**src/rtl/btb_predictor.sv**
```systemverilog
// N-way set-associative branch target buffer with per-set round-robin replacement
// and a circular return address stack. Lookup is combinational; update is registered.
module btb_way_match #(
  parameter int TAG_W = 26
) (
  input  logic             valid,
  input  logic [TAG_W-1:0] entry_tag,
  input  logic [TAG_W-1:0] probe_tag,
  output logic             hit
);
  assign hit = valid && (entry_tag == probe_tag);
endmodule

module btb_predictor #(
  parameter int SETS      = 16,
  parameter int WAYS      = 2,
  parameter int CNT_W     = 2,
  parameter int RAS_DEPTH = 4
) (
  input  logic        clk,
  input  logic        rst,
  input  logic [31:0] lookup_pc,
  output logic        pred_valid,
  output logic [31:0] pred_target,
  input  logic        upd_valid,
  input  logic [31:0] upd_pc,
  input  logic        upd_taken,
  input  logic [31:0] upd_target,
  input  logic        upd_is_ret,
  input  logic        ras_push,
  input  logic [31:0] ras_push_addr,
  input  logic        ras_pop,
  output logic [31:0] ras_top,
  output logic        ras_empty
);
  localparam int IDX_W = $clog2(SETS);
  localparam int TAG_W = 30 - IDX_W;
  localparam int WAY_W = (WAYS > 1) ? $clog2(WAYS) : 1;
  localparam int SP_W  = $clog2(RAS_DEPTH);
  localparam logic [CNT_W-1:0] CNT_WEAK = CNT_W'(1 << (CNT_W - 1));
  localparam logic [CNT_W-1:0] CNT_MAX  = '1;
  localparam logic [SP_W:0]    RAS_FULL = (SP_W + 1)'(RAS_DEPTH);

  typedef struct packed {
    logic             valid;
    logic [TAG_W-1:0] tag;
    logic [31:0]      target;
    logic             is_ret;
    logic [CNT_W-1:0] cnt;
  } btb_entry_t;

  btb_entry_t       tbl    [SETS][WAYS];
  logic [WAY_W-1:0] rr_ptr [SETS];

  logic [IDX_W-1:0] l_set, u_set;
  logic [TAG_W-1:0] l_tag, u_tag;
  logic [WAYS-1:0]  l_hit_vec, u_hit_vec;
  logic             unused_pc_lsbs;

  assign l_set = lookup_pc[IDX_W+1:2];
  assign l_tag = lookup_pc[31:IDX_W+2];
  assign u_set = upd_pc[IDX_W+1:2];
  assign u_tag = upd_pc[31:IDX_W+2];
  assign unused_pc_lsbs = ^{lookup_pc[1:0], upd_pc[1:0]};

  for (genvar w = 0; w < WAYS; w++) begin : g_way
    btb_way_match #(.TAG_W(TAG_W)) u_lmatch (
      .valid(tbl[l_set][w].valid), .entry_tag(tbl[l_set][w].tag),
      .probe_tag(l_tag), .hit(l_hit_vec[w]));
    btb_way_match #(.TAG_W(TAG_W)) u_umatch (
      .valid(tbl[u_set][w].valid), .entry_tag(tbl[u_set][w].tag),
      .probe_tag(u_tag), .hit(u_hit_vec[w]));
  end

  // ---------------- lookup ----------------
  btb_entry_t l_ent;
  logic       l_hit;

  always_comb begin
    l_ent = '0;
    for (int w = 0; w < WAYS; w++)
      if (l_hit_vec[w]) l_ent = tbl[l_set][w];
  end

  assign l_hit = |l_hit_vec;

  always_comb begin
    pred_valid  = 1'b0;
    pred_target = lookup_pc + 32'd4;
    if (l_hit && l_ent.is_ret && !ras_empty) begin
      pred_valid  = 1'b1;
      pred_target = ras_top;
    end else if (l_hit && !l_ent.is_ret && l_ent.cnt[CNT_W-1]) begin
      pred_valid  = 1'b1;
      pred_target = l_ent.target;
    end
  end

  // ---------------- update ----------------
  logic             u_hit, any_inv, wr_en, evict;
  logic [WAY_W-1:0] u_way, inv_way, wr_way;
  btb_entry_t       nxt;

  assign u_hit = |u_hit_vec;

  // Descending scan so the lowest-index invalid way wins.
  always_comb begin
    u_way   = '0;
    inv_way = '0;
    any_inv = 1'b0;
    for (int w = WAYS - 1; w >= 0; w--) begin
      if (u_hit_vec[w]) u_way = WAY_W'(w);
      if (!tbl[u_set][w].valid) begin
        inv_way = WAY_W'(w);
        any_inv = 1'b1;
      end
    end
  end

  assign wr_way = u_hit ? u_way : (any_inv ? inv_way : rr_ptr[u_set]);
  assign wr_en  = upd_valid && (u_hit || upd_taken);
  assign evict  = upd_valid && !u_hit && upd_taken && !any_inv;

  always_comb begin
    nxt = tbl[u_set][u_way];
    if (u_hit) begin
      if (upd_taken) begin
        if (nxt.target != upd_target) begin
          nxt.target = upd_target;
          nxt.cnt    = CNT_WEAK;
        end else if (nxt.cnt != CNT_MAX) begin
          nxt.cnt = nxt.cnt + 1'b1;
        end
      end else if (nxt.cnt != '0) begin
        nxt.cnt = nxt.cnt - 1'b1;
      end
      nxt.is_ret = upd_is_ret;
    end else begin
      nxt.valid  = 1'b1;
      nxt.tag    = u_tag;
      nxt.target = upd_target;
      nxt.is_ret = upd_is_ret;
      nxt.cnt    = CNT_WEAK;
    end
  end

  always_ff @(posedge clk) begin
    if (rst) begin
      for (int s = 0; s < SETS; s++) begin
        rr_ptr[s] <= '0;
        for (int w = 0; w < WAYS; w++) begin
          tbl[s][w].valid <= 1'b0;
          tbl[s][w].cnt   <= '0;
        end
      end
    end else begin
      if (wr_en) tbl[u_set][wr_way] <= nxt;
      if (evict && WAYS > 1) rr_ptr[u_set] <= rr_ptr[u_set] + 1'b1;
    end
  end

  // ---------------- return address stack ----------------
  logic [31:0]   ras_buf [RAS_DEPTH];
  logic [SP_W-1:0] sp, sp_m1;
  logic [SP_W:0]   cnt_ras;

  assign sp_m1     = sp - 1'b1;
  assign ras_empty = (cnt_ras == '0);
  assign ras_top   = ras_empty ? 32'd0 : ras_buf[sp_m1];

  always_ff @(posedge clk) begin
    if (rst) begin
      sp      <= '0;
      cnt_ras <= '0;
    end else if (ras_push && ras_pop && !ras_empty) begin
      ras_buf[sp_m1] <= ras_push_addr;
    end else if (ras_push) begin
      // When full the write lands on the oldest slot, dropping it.
      ras_buf[sp] <= ras_push_addr;
      sp          <= sp + 1'b1;
      if (cnt_ras != RAS_FULL) cnt_ras <= cnt_ras + 1'b1;
    end else if (ras_pop && !ras_empty) begin
      sp      <= sp_m1;
      cnt_ras <= cnt_ras - 1'b1;
    end
  end
endmodule

```
**config.mk**
```make
export PLATFORM = sky130hd
export DESIGN_NAME = btb_predictor
export DESIGN_NICKNAME = d
export VERILOG_FILES = /design/src/rtl/btb_predictor.sv
export SDC_FILE = /design/constraint.sdc
export NUM_CORES = 2
export LEC_CHECK = 0
export ABC_AREA = 1
export CAP_MARGIN = 20
export CORE_MARGIN = 3
export CORE_UTILIZATION = 30
export DETAILED_ROUTE_END_ITERATION = 10
export GPL_ROUTABILITY_DRIVEN = 0
export HOLD_SLACK_MARGIN = 0.1
export PLACE_DENSITY = 0.44
export SKIP_LAST_GASP = 1
export SYNTH_ARGS = -nofsm -noshare
export SYNTH_HDL_FRONTEND = slang
export SYNTH_SLANG_ARGS = --single-unit
```
**constraint.sdc**
```tcl
create_clock -name clk -period 28.6 [get_ports clk]
set_clock_uncertainty 0.05 [all_clocks]
set_input_delay 5.72 -clock clk [delete_from_list [all_inputs] [get_ports clk]]
set_output_delay 5.72 -clock clk [all_outputs]
set_load 0.05 [all_outputs]
```
==> metrics.csv <==
metric,value,unit
Critical Path AT,14990,ps
"commonest non-fill, non-tap cells in the layout","3186 x nand2_1, 2128 x edfxtp_1, 1126 x o21ai_0",
max-cap violations,0,
leakage power,43.0,nW
Core Area,0.348,mm²
vias in the first global route,84863,
CTS Root Cell,clkbuf_16,
Storage cell area,0.0640,mm²
Tot GR Track Use,25.9,%
final worst-path cycle share,72.6,%
Fill cells,34796,
worst hold path type,flop to flop,
Max-Slew Margin vs Limit,18.0,%
Area after DPL,0.112,mm²
via count,90451,
TritonCTS Sinks,2133,
Synth Instances,10982,
CTS buffer count,242,
fin area,0.120,mm²
fmax,48.2,MHz
post-synthesis cell type count,57,
CP Launch Type,primary input,
Final Hold Fails,0,
"EDFF count, synth",2128,
"Net Count, Synth",11119,
routed len/inst,30.8,µm
drt first pass iters,9,
I/O Pins,201,
drt initial violations,11764,
CTS tree,built,
post-synthesis sequential area ratio,60.8,%
fin nets,11041,
Final setup viols,0,
H-tree depth,4,
Yosys reg bits,2133,
area of the multi-input gates,0.0365,mm²
final wirelength,482000,µm
hpwl dp,271000,µm
"Primary FF master, synth",edfxtp_1,
Die Wd,598,µm
Rows,216,
"commonest non-fill, non-tap cell in the layout",nand2_1,
I/O Buffers,198,
Area Overhead vs Synth,13.9,%
via density per instance,5.77,
Worst path slowest cell,clkdlybuf4s50_1,
async set-or-reset flop fraction in the synthesized netlist,0,%
syn_area_per_cell,9.59,µm²
final worst path period need,20760,ps
die height,598,µm
Worst-Skew Late Latency,940,ps
first-pass GRT wire length,662000,µm
Post CTS Setup Buffer Count,0,
Worst EP required,22830,ps
clock tree buffer depth,4,
CP max FO,117,
WS Path Type,primary input to primary output,
Synth Cell Area,0.105,mm²
ANT nets after route,0,
Synthesis Warnings,0,
slew at the pin closest to its max-slew limit,1230,ps
initial antenna violation count,27,
share of cells above drive strength 1,6.77,%
Clock transition at path regs,60,ps
total grt overflow,0,
detailed-route DRC error count,0,
pin count of the biggest net entering global routing,167,
post-cts sizing count,0,
final setup TNS,0,ps
Crit path largest cell delay,890,ps
outcome,"complete, no violations",
fin. max-slew vios,0,
critical path's most frequent cell,buf_4,
hold buffers post-CTS,0,
Worst Setup End Kind,primary output,
worst vdd ir,45.9,µV
die area,0.358,mm²
Power Dens Cells,62.3,mW/mm²
unrepaired setup endpoints after global routing,no,
initial core utilization,30.3,%
[registers in the layout, indices dropped and copies added (netlist names)]
register	count
ras_buf	128
rr_ptr	16
cnt_ras	3
tbl	1984
sp	2
[layout make-up]
type	count	share of cell area, %
Clock inverter	131	0.834
Timing Repair Buffer	494	3.75
Multi-Input combinational cell	7584	30.5
Clock buffer	302	5.32
Antenna cell	8	0.0167
Inverter	449	1.46
Sequential cell	2133	53.4
Tap cell	4578	4.78
[synth_stat cells, types with 31 or more instances]
cell | instances | area share, %
a221oi_1 | 35 | 0.29
nand3b_1 | 44 | 0.31
buf_1 | 91 | 0.32
nand2_1 | 3193 | 11
o211ai_1 | 117 | 0.83
nor2_1 | 918 | 3.3
nor2_2 | 31 | 0.18
buf_2 | 220 | 1.0
a22oi_1 | 339 | 2.4
a21oi_1 | 468 | 2.2
o22ai_1 | 422 | 2.5
nor3_1 | 85 | 0.40
a32o_1 | 56 | 0.53
edfxtp_1 | 2128 | 61
o21ai_0 | 1154 | 5.5
inv_1 | 432 | 1.5
o221ai_1 | 89 | 0.74
xor2_1 | 38 | 0.32
nand3_1 | 307 | 1.5
clkbuf_1 | 480 | 1.7
nand4_1 | 120 | 0.71
[critical path: cells and delay by family]
| family | cells | cell delay, ps |
|---|---|---|
| buf+inv | 12 | 5730 |
| compound gates | 5 | 1690 |
| simple gates | 11 | 1490 |
[power breakdown]
part	leakage, nW	internal [mW]	total (mW)	switching, mW
combinational	20.0	0.246	0.978	0.733
clock	3.62	1.70	3.02	1.31
sequential	19.3	3.47	3.48	0.00945
total	43.0	5.42	7.47	2.06
[worst paths after layout]
check | cells past startpoint | slack [ps] | startpoint | to
hold / removal | 2 | 450 | cnt_ras[2] | cnt_ras[2]
hold reg to reg | 2 | 450 | cnt_ras[2] | cnt_ras[2]
setup reg to reg | 22 | 22610 | tbl[1][104] | tbl[1][40]
setup / recovery | 28 | 7840 | lookup_pc[2] | pred_target[15]
[cells by family (layout without fill, tap and decap cells)]
group / Yosys count / count (layout) / synth area share (%)
adders and majority gates: 3 / 3 / 0.0404
AOI/OAI and AO/OA: 2790 / 2790 / 15.8
DFF: 2133 / 2133 / 60.8
and+or+nand+nor: 4751 / 4751 / 18.1
other: 0 / 8 / 0
muxes: 1 / 1 / 0.00951
xor gates and xnor gates: 39 / 39 / 0.324
buffers and inverters: 1265 / 1376 / 4.89
[metrics by stage]
step / hold slack (ps) / util [%] / setup WS [ps] / cells / power (mW)
2_1_floorplan: 409 / - / 13440 / 10982 / 4.10
3_3_place_gp: 421 / 32.2 / 7980 / 15213 / 4.50
3_5_place_dp: 437 / 32.3 / 8000 / 15219 / 4.50
4_1_cts: 456 / 34.4 / 7980 / 15652 / 7.50
5_1_grt: 475 / 34.5 / 7510 / 15676 / 7.70
6_report: 453 / 34.5 / 7840 / 15679 / 7.47
[layer usage]
layer | global-route usage (%) | vias up | part of all wire, %
met5 | 0 | - | 0.014
met4 | 12.1 | 10 | 5.3
met3 | 4.11 | 1054 | 8.8
met2 | 41.1 | 5050 | 45
met1 | 34.5 | 45381 | 41
li1 | - | 38956 | -
No activity file was read; power rests on OpenSTA's default activity.
